[src/rtl/fetch_controller_if.sv]
// fetch_controller_if: control bundle between the fetch sequencer and the
// pipeline it steers.
//   master : sequencer side (samples hazard/branch/halt requests, drives
//            PC/IF-ID/ID-EX controls, status and event counters)
//   slave  : pipeline side (the mirror image)
interface fetch_controller_if #(
  parameter int COUNT_WIDTH = 32
);
  logic                   Imem_Ready;
  logic                   Load_Use_Stall;
  logic                   Branch_Taken;
  logic                   Halt_Req;
  logic                   Resume;
  logic                   PC_En;
  logic                   PC_Src;
  logic                   IF_ID_En;
  logic                   IF_ID_Flush;
  logic                   ID_EX_Flush;
  logic                   Fetch_Valid;
  logic                   Halted;
  logic [COUNT_WIDTH-1:0] Stall_Count;
  logic [COUNT_WIDTH-1:0] Flush_Count;

  modport master (
    input  Imem_Ready, Load_Use_Stall, Branch_Taken, Halt_Req, Resume,
    output PC_En, PC_Src, IF_ID_En, IF_ID_Flush, ID_EX_Flush, Fetch_Valid,
           Halted, Stall_Count, Flush_Count
  );

  modport slave (
    output Imem_Ready, Load_Use_Stall, Branch_Taken, Halt_Req, Resume,
    input  PC_En, PC_Src, IF_ID_En, IF_ID_Flush, ID_EX_Flush, Fetch_Valid,
           Halted, Stall_Count, Flush_Count
  );
endinterface

[src/rtl/fetch_controller.sv]
// fetch_controller: RV32i fetch-stage sequencer.
// Arbitrates branch redirects, load-use stalls, imem wait and halt/resume,
// and drives PC enable/select plus IF/ID and ID/EX enable/flush controls.
// Keeps saturating counters of stall cycles and accepted redirects.
//   CLK  : clock, all state on rising edge
//   RST  : synchronous active-high reset; outputs forced to reset values
//          combinationally while high
//   bus  : fetch_controller_if.master (requests in, controls/counters out)
module fetch_controller #(
  parameter int DRAIN_CYCLES = 3,
  parameter int COUNT_WIDTH  = 32
) (
  input  logic                CLK,
  input  logic                RST,
  fetch_controller_if.master  bus
);

  localparam int DW = (DRAIN_CYCLES < 2) ? 1 : $clog2(DRAIN_CYCLES + 1);

  typedef enum logic [1:0] {BOOT, RUN, DRAIN, HALTED} state_t;

  state_t                 state_q, state_d;
  logic [DW-1:0]          drain_q, drain_d;
  logic [COUNT_WIDTH-1:0] stall_q, flush_q;

  logic pc_en, pc_src, ifid_en, ifid_flush, idex_flush, fetch_valid, halted;
  logic stall_inc, flush_inc;

  always_comb begin
    // Default is the "hold and bubble" shape shared by DRAIN/HALTED.
    state_d     = state_q;
    drain_d     = drain_q;
    pc_en       = 1'b0;
    pc_src      = 1'b0;
    ifid_en     = 1'b1;
    ifid_flush  = 1'b1;
    idex_flush  = 1'b1;
    fetch_valid = 1'b0;
    halted      = 1'b0;
    stall_inc   = 1'b0;
    flush_inc   = 1'b0;

    unique case (state_q)
      BOOT: begin
        ifid_en    = 1'b0;
        idex_flush = 1'b0;
        state_d    = RUN;
      end
      RUN: begin
        if (bus.Branch_Taken) begin
          // Redirect wins: any concurrent stall/halt is on the wrong path.
          pc_en     = 1'b1;
          pc_src    = 1'b1;
          flush_inc = 1'b1;
        end else if (bus.Load_Use_Stall) begin
          // Freeze PC and IF/ID, bubble into EX.
          ifid_en    = 1'b0;
          ifid_flush = 1'b0;
          stall_inc  = 1'b1;
        end else if (!bus.Imem_Ready) begin
          idex_flush = 1'b0;
          stall_inc  = 1'b1;
        end else if (bus.Halt_Req) begin
          // Halting instruction moves on to EX; PC stays at halt addr + 4.
          idex_flush = 1'b0;
          state_d    = DRAIN;
          drain_d    = DW'(DRAIN_CYCLES);
        end else begin
          pc_en       = 1'b1;
          ifid_flush  = 1'b0;
          idex_flush  = 1'b0;
          fetch_valid = 1'b1;
        end
      end
      DRAIN: begin
        if (drain_q == DW'(1)) state_d = HALTED;
        else                   drain_d = drain_q - DW'(1);
      end
      HALTED: begin
        halted = 1'b1;
        if (bus.Resume) state_d = RUN;
      end
      default: state_d = BOOT;
    endcase

    if (RST) begin
      state_d    = BOOT;
      pc_en      = 1'b0;
      pc_src     = 1'b0;
      ifid_en    = 1'b0;
      ifid_flush = 1'b1;
      idex_flush = 1'b1;
      fetch_valid = 1'b0;
      halted     = 1'b0;
      stall_inc  = 1'b0;
      flush_inc  = 1'b0;
    end
  end

  always_ff @(posedge CLK) begin
    if (RST) begin
      state_q <= BOOT;
      drain_q <= '0;
      stall_q <= '0;
      flush_q <= '0;
    end else begin
      state_q <= state_d;
      drain_q <= drain_d;
      if (stall_inc && stall_q != '1) stall_q <= stall_q + 1'b1;
      if (flush_inc && flush_q != '1) flush_q <= flush_q + 1'b1;
    end
  end

  assign bus.PC_En       = pc_en;
  assign bus.PC_Src      = pc_src;
  assign bus.IF_ID_En    = ifid_en;
  assign bus.IF_ID_Flush = ifid_flush;
  assign bus.ID_EX_Flush = idex_flush;
  assign bus.Fetch_Valid = fetch_valid;
  assign bus.Halted      = halted;
  // Counters read as zero for the whole reset window, not just after the edge.
  assign bus.Stall_Count = RST ? '0 : stall_q;
  assign bus.Flush_Count = RST ? '0 : flush_q;

endmodule

[src/flat_wrapper.sv]
// flat-port wrapper written by rule: the top's interface ports become plain ports
module fetch_controller_flat 
#(
  parameter int DRAIN_CYCLES = 3,
  parameter int COUNT_WIDTH  = 32
)
  (CLK, RST, bus_Imem_Ready, bus_Load_Use_Stall, bus_Branch_Taken, bus_Halt_Req, bus_Resume, bus_PC_En, bus_PC_Src, bus_IF_ID_En, bus_IF_ID_Flush, bus_ID_EX_Flush, bus_Fetch_Valid, bus_Halted, bus_Stall_Count, bus_Flush_Count);
  fetch_controller_if #(.COUNT_WIDTH(COUNT_WIDTH)) bus_i ();
  input  logic CLK;
  input  logic RST;
  input wire logic [$bits(bus_i.Imem_Ready)-1:0] bus_Imem_Ready;
  input wire logic [$bits(bus_i.Load_Use_Stall)-1:0] bus_Load_Use_Stall;
  input wire logic [$bits(bus_i.Branch_Taken)-1:0] bus_Branch_Taken;
  input wire logic [$bits(bus_i.Halt_Req)-1:0] bus_Halt_Req;
  input wire logic [$bits(bus_i.Resume)-1:0] bus_Resume;
  output wire logic [$bits(bus_i.PC_En)-1:0] bus_PC_En;
  output wire logic [$bits(bus_i.PC_Src)-1:0] bus_PC_Src;
  output wire logic [$bits(bus_i.IF_ID_En)-1:0] bus_IF_ID_En;
  output wire logic [$bits(bus_i.IF_ID_Flush)-1:0] bus_IF_ID_Flush;
  output wire logic [$bits(bus_i.ID_EX_Flush)-1:0] bus_ID_EX_Flush;
  output wire logic [$bits(bus_i.Fetch_Valid)-1:0] bus_Fetch_Valid;
  output wire logic [$bits(bus_i.Halted)-1:0] bus_Halted;
  output wire logic [$bits(bus_i.Stall_Count)-1:0] bus_Stall_Count;
  output wire logic [$bits(bus_i.Flush_Count)-1:0] bus_Flush_Count;
  assign bus_i.Imem_Ready = bus_Imem_Ready;
  assign bus_i.Load_Use_Stall = bus_Load_Use_Stall;
  assign bus_i.Branch_Taken = bus_Branch_Taken;
  assign bus_i.Halt_Req = bus_Halt_Req;
  assign bus_i.Resume = bus_Resume;
  assign bus_PC_En = bus_i.PC_En;
  assign bus_PC_Src = bus_i.PC_Src;
  assign bus_IF_ID_En = bus_i.IF_ID_En;
  assign bus_IF_ID_Flush = bus_i.IF_ID_Flush;
  assign bus_ID_EX_Flush = bus_i.ID_EX_Flush;
  assign bus_Fetch_Valid = bus_i.Fetch_Valid;
  assign bus_Halted = bus_i.Halted;
  assign bus_Stall_Count = bus_i.Stall_Count;
  assign bus_Flush_Count = bus_i.Flush_Count;
  fetch_controller #(.DRAIN_CYCLES(DRAIN_CYCLES), .COUNT_WIDTH(COUNT_WIDTH)) u_core (.CLK(CLK), .RST(RST), .bus(bus_i));
endmodule
[config.mk]
export PLATFORM = sky130hd
export DESIGN_NAME = fetch_controller_flat
export DESIGN_NICKNAME = d
export VERILOG_FILES = /design/src/rtl/fetch_controller_if.sv /design/src/rtl/fetch_controller.sv /design/src/flat_wrapper.sv
export SDC_FILE = /design/constraint.sdc
export NUM_CORES = 1
export LEC_CHECK = 0
export CAP_MARGIN = 30
export CELL_PAD_IN_SITES_DETAIL_PLACEMENT = 0
export CELL_PAD_IN_SITES_GLOBAL_PLACEMENT = 1
export CORE_MARGIN = 8
export CORE_UTILIZATION = 39
export CTS_BUF_LIST = sky130_fd_sc_hd__clkbuf_8
export CTS_CLUSTER_DIAMETER = 60
export CTS_CLUSTER_SIZE = 28
export DETAILED_ROUTE_END_ITERATION = 6
export HOLD_SLACK_MARGIN = 0.03
export PLACE_DENSITY_LB_ADDON = 0.1
export SLEW_MARGIN = 25
export SYNTH_ARGS = -nofsm -noshare
export SYNTH_HDL_FRONTEND = slang
export SYNTH_SLANG_ARGS = --single-unit
[constraint.sdc]
create_clock -name CLK -period 3.1 [get_ports CLK]
set_input_delay 0.465 -clock CLK [delete_from_list [all_inputs] [get_ports CLK]]
set_output_delay 0.465 -clock CLK [all_outputs]
set_load 0.02 [all_outputs]
# [Word-level counts from Yosys, hierarchy flattened]
# Cells that the tools add are included.
[word_totals] memories=0 mem_bits_rw=0 romBits=0 ff_bits=68 wordCells=74 latch_bits=0
[op_classes] div=0 n_mux=48 shift=0 bitwise=0 addsub=3 magnitude_cmp=0 reduce_logical=6 eq_ne=13 mul=0
[op_table] operator="adder 32 x 1 -> 32 bit (second input constant)" count=2
[op_table] operator="2-to-1 mux 32 bit" count=2
[op_table] operator="inequality test 32 bit (second input constant)" count=2
[op_table] operator="2-to-1 mux 1 bit" count=31
[op_table] operator="2-to-1 mux 2 bit" count=11
[op_table] operator="inequality test 2 bit (second input constant)" count=6
[op_table] operator="AND reduction 6 bit" count=2
[op_table] operator="case mux 2 bit (4 select lines)" count=1
[op_table] operator="== test 2 x 1 -> 1 bit (second input constant)" count=2
[op_table] operator="== test 2 bit (second input constant)" count=2
[op_table] operator="case mux 1 bit (2 select lines)" count=2
[op_table] operator="case mux 2 bit (2 select lines)" count=1
[op_table] operator="logical AND 1 bit" count=2
[op_table] operator="zero test 2 bit" count=1
[op_table] operator="inequality test 2 x 1 -> 1 bit (second input constant)" count=1
[op_table] operator="nonzero test 2 bit" count=1
[op_table] operator="subtractor 2 x 1 -> 2 bit (second input constant)" count=1

# [Logic depth before layout (Yosys ltp)]
# Gate-level depths: netlist of the first run.
[depth] word_depth=6 mapped_depth=10 mapped_depth_nobuf=7

# [Least setup slack after synthesis of the first run]
# OpenSTA, ideal clock, no wires.
[synth_timing] path_type="flip-flop to flip-flop" startpoint="reg u_core.stall_q[8]" endpoint="reg u_core.stall_q[6]" t_arrival_ns=2.146 stages_incl_launch_ff=7 n_path_buf=1 setup_ns=0.123 path_slack_ns=0.831 required_ns=2.977 cell_sequence="dfxtp_1 -> nand4_2 -> or4_4 -> or4_4 -> buf_6 -> nand4_1 -> mux2_1"
[synth_via] elab_chain_cells=2
[synth_lines] element="start, declared" line="fetch_controller.sv:24" rtl="logic [COUNT_WIDTH-1:0] stall_q, flush_q;"
[synth_lines] element="start signal, assigned" line="fetch_controller.sv:109" rtl="if (stall_inc && stall_q != '1) stall_q <= stall_q + 1'b1;"
[synth_lines] element="inequality test 32 bit" line="fetch_controller.sv:109"
[synth_lines] element="logical AND 1 bit" line="fetch_controller.sv:109"
# No other way between the ends.
# A chain may end at the register's enable or synchronous reset.

# [Worst setup path in the final report of the first run]
[layout_timing] startpoint="reg u_core.state_q[1]" endpoint="out bus_IF_ID_Flush"
[layout_via] elab_chain_cells=3
[layout_lines] element="start, declared" line="fetch_controller.sv:22" rtl="state_t state_q, state_d;"
[layout_lines] element="start signal, assigned" line="fetch_controller.sv:107" rtl="state_q <= state_d;"
[layout_lines] element="== test 2 x 1 -> 1 bit" line="fetch_controller.sv:43" rtl="unique case (state_q)"
[layout_lines] element="2-to-1 mux 1 bit" line="fetch_controller.sv:43"
[layout_lines] element="2-to-1 mux 1 bit" line="fetch_controller.sv:86" rtl="if (RST) begin"
[layout_lines] element="end, declared" line="flat_wrapper.sv:19" rtl="output wire logic [$bits(bus_i.IF_ID_Flush)-1:0] bus_IF_ID_Flush;"
# No other way between the ends.

==> flow_summary.json, run 1 <==
{
  "viasPerCell": 5.20,
  "power_density_nw_per_um2": 388,
  "hold_viol_final": 0,
  "cts_resized": 0,
  "synthArstFlopShare_pct": 0,
  "worst_slew_pin_slew_ns": 0.711,
  "seq_area_um2": 1360,
  "grt_util_all_layers_pct": 15.4,
  "rsz0062_at_grt": "no",
  "seq_area_frac_synth_pct": 34.4,
  "post_cts_buffers": 0,
  "fill_cells": 984,
  "die_area_um2": 13600,
  "synth_edf_count": 0,
  "arrival_ns": 2.39,
  "routed_wl_um": 10300,
  "ant_nets": 0,
  "multiInputGateArea_um2": 2390,
  "slew_headroom_pct": 52.2,
  "startpoint_type": "register",
  "synth.cell_area_um2": 3960,
  "status": "finished, final reports clean",
  "yosys.cell_types.count": 51,
  "synth_nets": 512,
  "clock.fmax_ghz": 0.350,
  "die_h_um": 117,
  "drive_gt1_share_pct": 9.09,
  "startpoint": "u_core.state_q[1]$_SDFFE_PP0P_",
  "min_path_type": "register to register",
  "max-vdd-ir-drop_mv": 0.162,
  "initial_core_util_pct": 40.3,
  "io_pins": 78,
  "antenna_cells": 0,
  "drc": 0,
  "ys_ff_latch": 68,
  "clk_pin_slew_ns": 0.08,
  "layout_commonest_cell": "clkdlybuf4s50_1",
  "grt_max_degree": 63,
  "grt_pass1_vias": 3503,
  "antenna_found_initial": 0,
  "place_congestion": 0.807,
  "core-area_um2": 9820,
  "worst-r2r-cell-count": 7,
  "worstPathRequired_ns": 2.63,
  "cts_tree": "built",
  "setup-violations-final": 0,
  "setup_tns_ns": 0,
  "hold_buffers": 0,
  "cts.sinks": 68,
  "crit_fanout": 10,
  "grt_overflow": 0,
  "final_net_count": 583,
  "hpwl_um": 7750,
  "drt_iter0_markers": 181,
  "die_w_um": 117,
  "h-tree-depth": 3,
  "reg2reg_slack_ns": 0.47,
  "fin_worst_skew_ns": 0.00994,
  "layout_common_cells": "clkdlybuf4s50_1 (76), dfxtp_1 (68), nor2_1 (65)",
  "num_vias": 3669,
  "worst_setup_path_end_kind": "output port",
  "final_max_slew_viol_count": 0,
  "root_buffer": "clkbuf_8",
  "grt_pass1_wl_um": 16800,
  "io_buffers": 77,
  "yosysWarnings": 0,
  "rows": 36,
  "whs_ns": 0.509,
  "finish.utilization_pct": 51.4,
  "postSynthAreaPerCell_um2": 7.97,
  "yosys_most_used_dff": "dfxtp_1",
  "wl_per_cell_um": 14.7,
  "finalCritPeriodShare_pct": 92.1,
  "clock_latency_ns": 0.35,
  "rr_startpoint": "u_core.state_q[1]$_SDFFE_PP0P_",
  "r2r_end": "u_core.stall_q[23]$_SDFFE_PP0P_",
  "period_minus_slack_ns": 2.86,
  "syn_to_final_growth_pct": 27.5,
  "ctsLongestPathBuffers": 2,
  "first_pass_iters": 4,
  "synth_cells": 497,
  "p_leak_nw": 1.76,
  "crit_end": "bus_IF_ID_Flush",
  "maxCapViolations": 0,
  "crit_type": "register to output port",
  "cts_buffers": 9
}
[worst min-delay path by stage]
| stage | start | end | slack [ns] | depth (start not counted) |
|---|---|---|---|---|
| final | u_core.flush_q[20]$_SDFFE_PP0P_ | u_core.flush_q[20]$_SDFFE_PP0P_ | 0.51 | 2 |
| after global routing | RST | u_core.stall_q[20]$_SDFFE_PP0P_ | 0.52 | 2 |
| after CTS | RST | u_core.state_q[1]$_SDFFE_PP0P_ | 0.50 | 2 |
| after detailed placement | u_core.flush_q[20]$_SDFFE_PP0P_ | u_core.flush_q[20]$_SDFFE_PP0P_ | 0.50 | 2 |
| after global placement | u_core.stall_q[4]$_SDFFE_PP0P_ | u_core.stall_q[4]$_SDFFE_PP0P_ | 0.48 | 2 |
| after floorplan | u_core.flush_q[31]$_SDFFE_PP0P_ | u_core.flush_q[31]$_SDFFE_PP0P_ | 0.46 | 2 |
[where the power goes]
group	switching (mW)	internal, mW
registers	0.0229	0.900
logic	0.185	0.151
clock network	0.332	0.370
[flip-flops by register name, indices dropped and copies added (netlist names)]
register,flops
u_core.drain_q,2
u_core.flush_q,32
u_core.stall_q,32
u_core.state_q,2
[cells in the mapped netlist, types with 2 or more instances]
cell	n	area (um^2)
nand3_2	2	20.0
nor4b_1	2	17.5
or4_4	2	22.5
and2_1	5	31.3
o31ai_1	5	37.5
or3_1	9	56.3
or2_2	3	18.8
buf_2	4	20.0
nor2b_1	52	325
nor4_1	3	18.8
and3_1	7	43.8
a2111oi_0	2	17.5
ha_1	8	100
nor3_1	10	50.1
o21ai_0	21	105
nand4_1	20	125
mux2_1	16	180
nor3b_1	2	15.0
clkbuf_1	20	75.1
nand2_1	28	105
nand2b_1	3	18.8
and4_1	3	26.3
a21oi_1	19	95.1
xnor2_1	11	96.3
nor2_1	65	244
or4_1	11	82.6
inv_1	24	90.1
nand3_1	33	165
mux2_2	15	169
nor4_2	2	25.0
a211oi_1	3	22.5
dfxtp_1	68	1360
[final cells by class]
type,instances,area share (%)
clock buffers,13,3.54
well taps,133,3.30
clock inverters,2,0.173
multi-input cells,379,47.4
repair buffers,86,16.8
inverters,24,1.78
flip-flops and latches,68,27.0
[metrics by stage]
stage	area, um^2	total power, mW	worst slack, ns	instances
6_report	5050	1.96	0.244	705
5_1_grt	5050	2.07	0.0593	705
4_1_cts	5050	1.99	0.212	705
3_5_place_dp	4860	1.28	0.272	690
3_3_place_gp	4860	1.28	0.334	690
2_1_floorplan	3960	1.19	0.831	497
[worst max-delay path, stage by stage, from the launching register on]
cell and delay (ns):
dfxtp_1 0.34, inv_1 0.10, ha_1 0.33, nor3b_1 0.52, o21ai_0 0.17, clkdlybuf4s50_1 0.58
[layer usage]
| layer | share of wire, % | up-vias | wire [um] | global-route usage, % |
|---|---|---|---|---|
| li1 | - | 1885 | - | - |
| met1 | 47 | 1702 | 4860 | 18.9 |
| met2 | 44 | 71 | 4590 | 24.5 |
| met3 | 6.7 | 11 | 688 | 4.91 |
| met4 | 1.8 | 0 | 190 | 5.97 |
| met5 | 0 | - | 0 | 0 |
[cells by family (layout without fill, tap and decap cells)]
kind of cell	after synthesis	in the layout	synth area share (%)
adders and majority gates	8	8	2.53
muxes	32	32	9.07
buffers and inverters	50	125	5.15
AOI/OAI and AO/OA	61	61	9.42
and+or+nand+nor	266	266	36.8
xor gates and xnor gates	12	12	2.65
DFF	68	68	34.4
No activity file was read; power rests on OpenSTA's default activity.
==> run 2: changes to the inputs <==
==> constraint.sdc (replaced) <==
create_clock -name CLK -period 3.1 [get_ports CLK]
set_input_delay 0.465 -clock CLK [delete_from_list [all_inputs] [get_ports CLK]]
set_output_delay 0.465 -clock CLK [all_outputs]
set_load 0.05 [all_outputs]
==> run 2 against run 1 <==
Against the previous run: count of clock-buffer cells in the layout is 2 lower; first-iteration DRC count is 4.4% lower; sequential power hardly changed; core utilization is 0.18 points higher; critical path depth is 1 higher; largest cell class unchanged; combinational power is 16% higher; worst hold slack worse by 0.0084 ns; clock skew is 0.0040 ns higher; highest routed layer unchanged; critical endpoint is now bus_ID_EX_Flush; global-route usage is 0.078 points higher; final area is 0.35% higher; routed wire length is 1.0% higher; via count is 1.6% higher.
==> flow_summary.json, run 2 (synthesis gave the netlist of run 1 again) <==
{
  "status": "finished, final reports clean",
  "fill_cells": 989,
  "layout_commonest_cell": "clkdlybuf4s50_1",
  "core-area_um2": 9820,
  "max-vdd-ir-drop_mv": 0.242,
  "clock_latency_ns": 0.34,
  "cts.sinks": 68,
  "hpwl_um": 7760,
  "p_leak_nw": 1.77,
  "final_net_count": 583,
  "min_path_type": "register to register",
  "worstPathRequired_ns": 2.63,
  "fin_worst_skew_ns": 0.0139,
  "slowest_delay_ns": 0.71,
  "place_congestion": 0.772,
  "worst-r2r-cell-count": 6,
  "rows": 36,
  "clock.fmax_ghz": 0.358,
  "final_max_slew_viol_count": 0,
  "hold_buffers": 0,
  "period_minus_slack_ns": 2.79,
  "die_area_um2": 13600,
  "cp_cell_sequence": "inv_1, ha_1, nor2b_1, a21oi_1, or2_2, clkdlybuf4s50_1",
  "setup_tns_ns": 0,
  "setup-violations-final": 0,
  "multiInputGateArea_um2": 2390,
  "cts_resized": 0,
  "routed_wl_um": 10400,
  "die_h_um": 117,
  "drive_gt1_share_pct": 9.95,
  "crit_fanout": 10,
  "seq_area_um2": 1360,
  "h-tree-depth": 3,
  "syn_to_final_growth_pct": 27.9,
  "io_pins": 78,
  "root_buffer": "clkbuf_8",
  "rr_startpoint": "u_core.stall_q[8]$_SDFFE_PP0P_",
  "antenna_found_initial": 0,
  "grt_util_all_layers_pct": 15.5,
  "crit_type": "register to output port",
  "cpMaxStageDelayCell": "clkdlybuf4s50_1",
  "wl_per_cell_um": 14.8,
  "rsz0062_at_grt": "no",
  "r2r_end": "u_core.stall_q[14]$_SDFFE_PP0P_",
  "power_density_nw_per_um2": 408,
  "drc": 0,
  "hold_depth": 2,
  "maxCapViolations": 0,
  "viasPerCell": 5.28,
  "grt_max_degree": 50,
  "clk_pin_slew_ns": 0.08,
  "io_buffers": 77,
  "reg2reg_slack_ns": 0.49,
  "antenna_cells": 0,
  "arrival_ns": 2.33,
  "startpoint": "u_core.state_q[1]$_SDFFE_PP0P_",
  "drt_iter0_markers": 173,
  "cts_buffers": 9,
  "grt_pass1_wl_um": 16900,
  "post_cts_buffers": 0,
  "ant_nets": 0,
  "worst_setup_path_end_kind": "output port",
  "worst_slew_pin_slew_ns": 0.591,
  "finalCritPeriodShare_pct": 90.1,
  "top_regs": "u_core.flush_q (32), u_core.stall_q (32)",
  "startpoint_type": "register",
  "finish.utilization_pct": 51.6,
  "hold_viol_final": 0,
  "grt_overflow": 0,
  "grt_pass1_vias": 3533,
  "first_pass_iters": 5,
  "slew_headroom_pct": 60.5,
  "cts_tree": "built",
  "crit_end": "bus_ID_EX_Flush",
  "layout_common_cells": "clkdlybuf4s50_1 (72), dfxtp_1 (68), nor2_1 (65)",
  "die_w_um": 117,
  "ctsLongestPathBuffers": 2,
  "initial_core_util_pct": 40.3,
  "num_vias": 3728
}
-- run 2: changes by cell type in the layout (fill, tap and decap cells not counted) --
cell | previous run | this run
clkinvlp_4 | 0 | 1
bufinv_16 | 0 | 1
clkdlybuf4s50_1 | 76 | 72
clkbuf_8 | 13 | 11
buf_12 | 1 | 2
clkinv_2 | 1 | 2
buf_4 | 9 | 12
-- run 2: per-stage QoR --
step / instances / setup slack [ns] / total power [mW] / cell area [um^2] / hold slack [ns]
2_1_floorplan: 497 / 0.121 / 1.23 / 3960 / 0.461
3_3_place_gp: 690 / 0.375 / 1.33 / 4860 / 0.481
3_5_place_dp: 690 / 0.341 / 1.34 / 4860 / 0.492
4_1_cts: 706 / 0.260 / 2.09 / 5070 / 0.508
5_1_grt: 706 / 0.161 / 2.18 / 5070 / 0.541
6_report: 706 / 0.308 / 2.07 / 5070 / 0.501
-- run 2: worst min-delay path by stage --
stage / to / from
2_1_floorplan: u_core.flush_q[31]$_SDFFE_PP0P_ / u_core.flush_q[31]$_SDFFE_PP0P_
3_5_place_dp: u_core.stall_q[4]$_SDFFE_PP0P_ / u_core.stall_q[4]$_SDFFE_PP0P_
4_1_cts: u_core.flush_q[20]$_SDFFE_PP0P_ / u_core.flush_q[20]$_SDFFE_PP0P_
6_report: u_core.flush_q[20]$_SDFFE_PP0P_ / u_core.flush_q[20]$_SDFFE_PP0P_
5_1_grt: u_core.drain_q[1]$_SDFFE_PP0P_ / u_core.drain_q[1]$_SDFFE_PP0P_
3_3_place_gp: u_core.stall_q[4]$_SDFFE_PP0P_ / u_core.stall_q[4]$_SDFFE_PP0P_
-- run 2: power by group --
| part | internal, mW | switching (mW) |
|---|---|---|
| sequential | 0.900 | 0.0225 |
| clock | 0.410 | 0.343 |
| combinational | 0.152 | 0.238 |
| total | 1.46 | 0.603 |
-- run 2: final cells by class --
cell class,instances,area share (%)
multi-input combinational,379,47.3
sequential,68,26.9
timing repair buffer,86,16.8
tap,133,3.28
clock buffer,11,2.99
inverter,24,1.78
clock inverter,5,1.01
-- run 2: critical path, delay by kind of cell (launching register included) --
kind                       cells  cell delay (ns)
adders and majority gates      1             0.30
AOI/OAI and AO/OA              1             0.05
buffers and inverters          2             0.80
DFF                            1             0.38
and+or+nand+nor                2             0.47
-- run 2: metal layers --
metal / vias to the layer above / part of all wire (%) / track usage (%)
met5: - / 0 / 0
met4: 0 / 0.80 / 5.03
met3: 9 / 6.8 / 4.34
met2: 72 / 45 / 24.9
met1: 1757 / 48 / 19.5
li1: 1890 / - / -
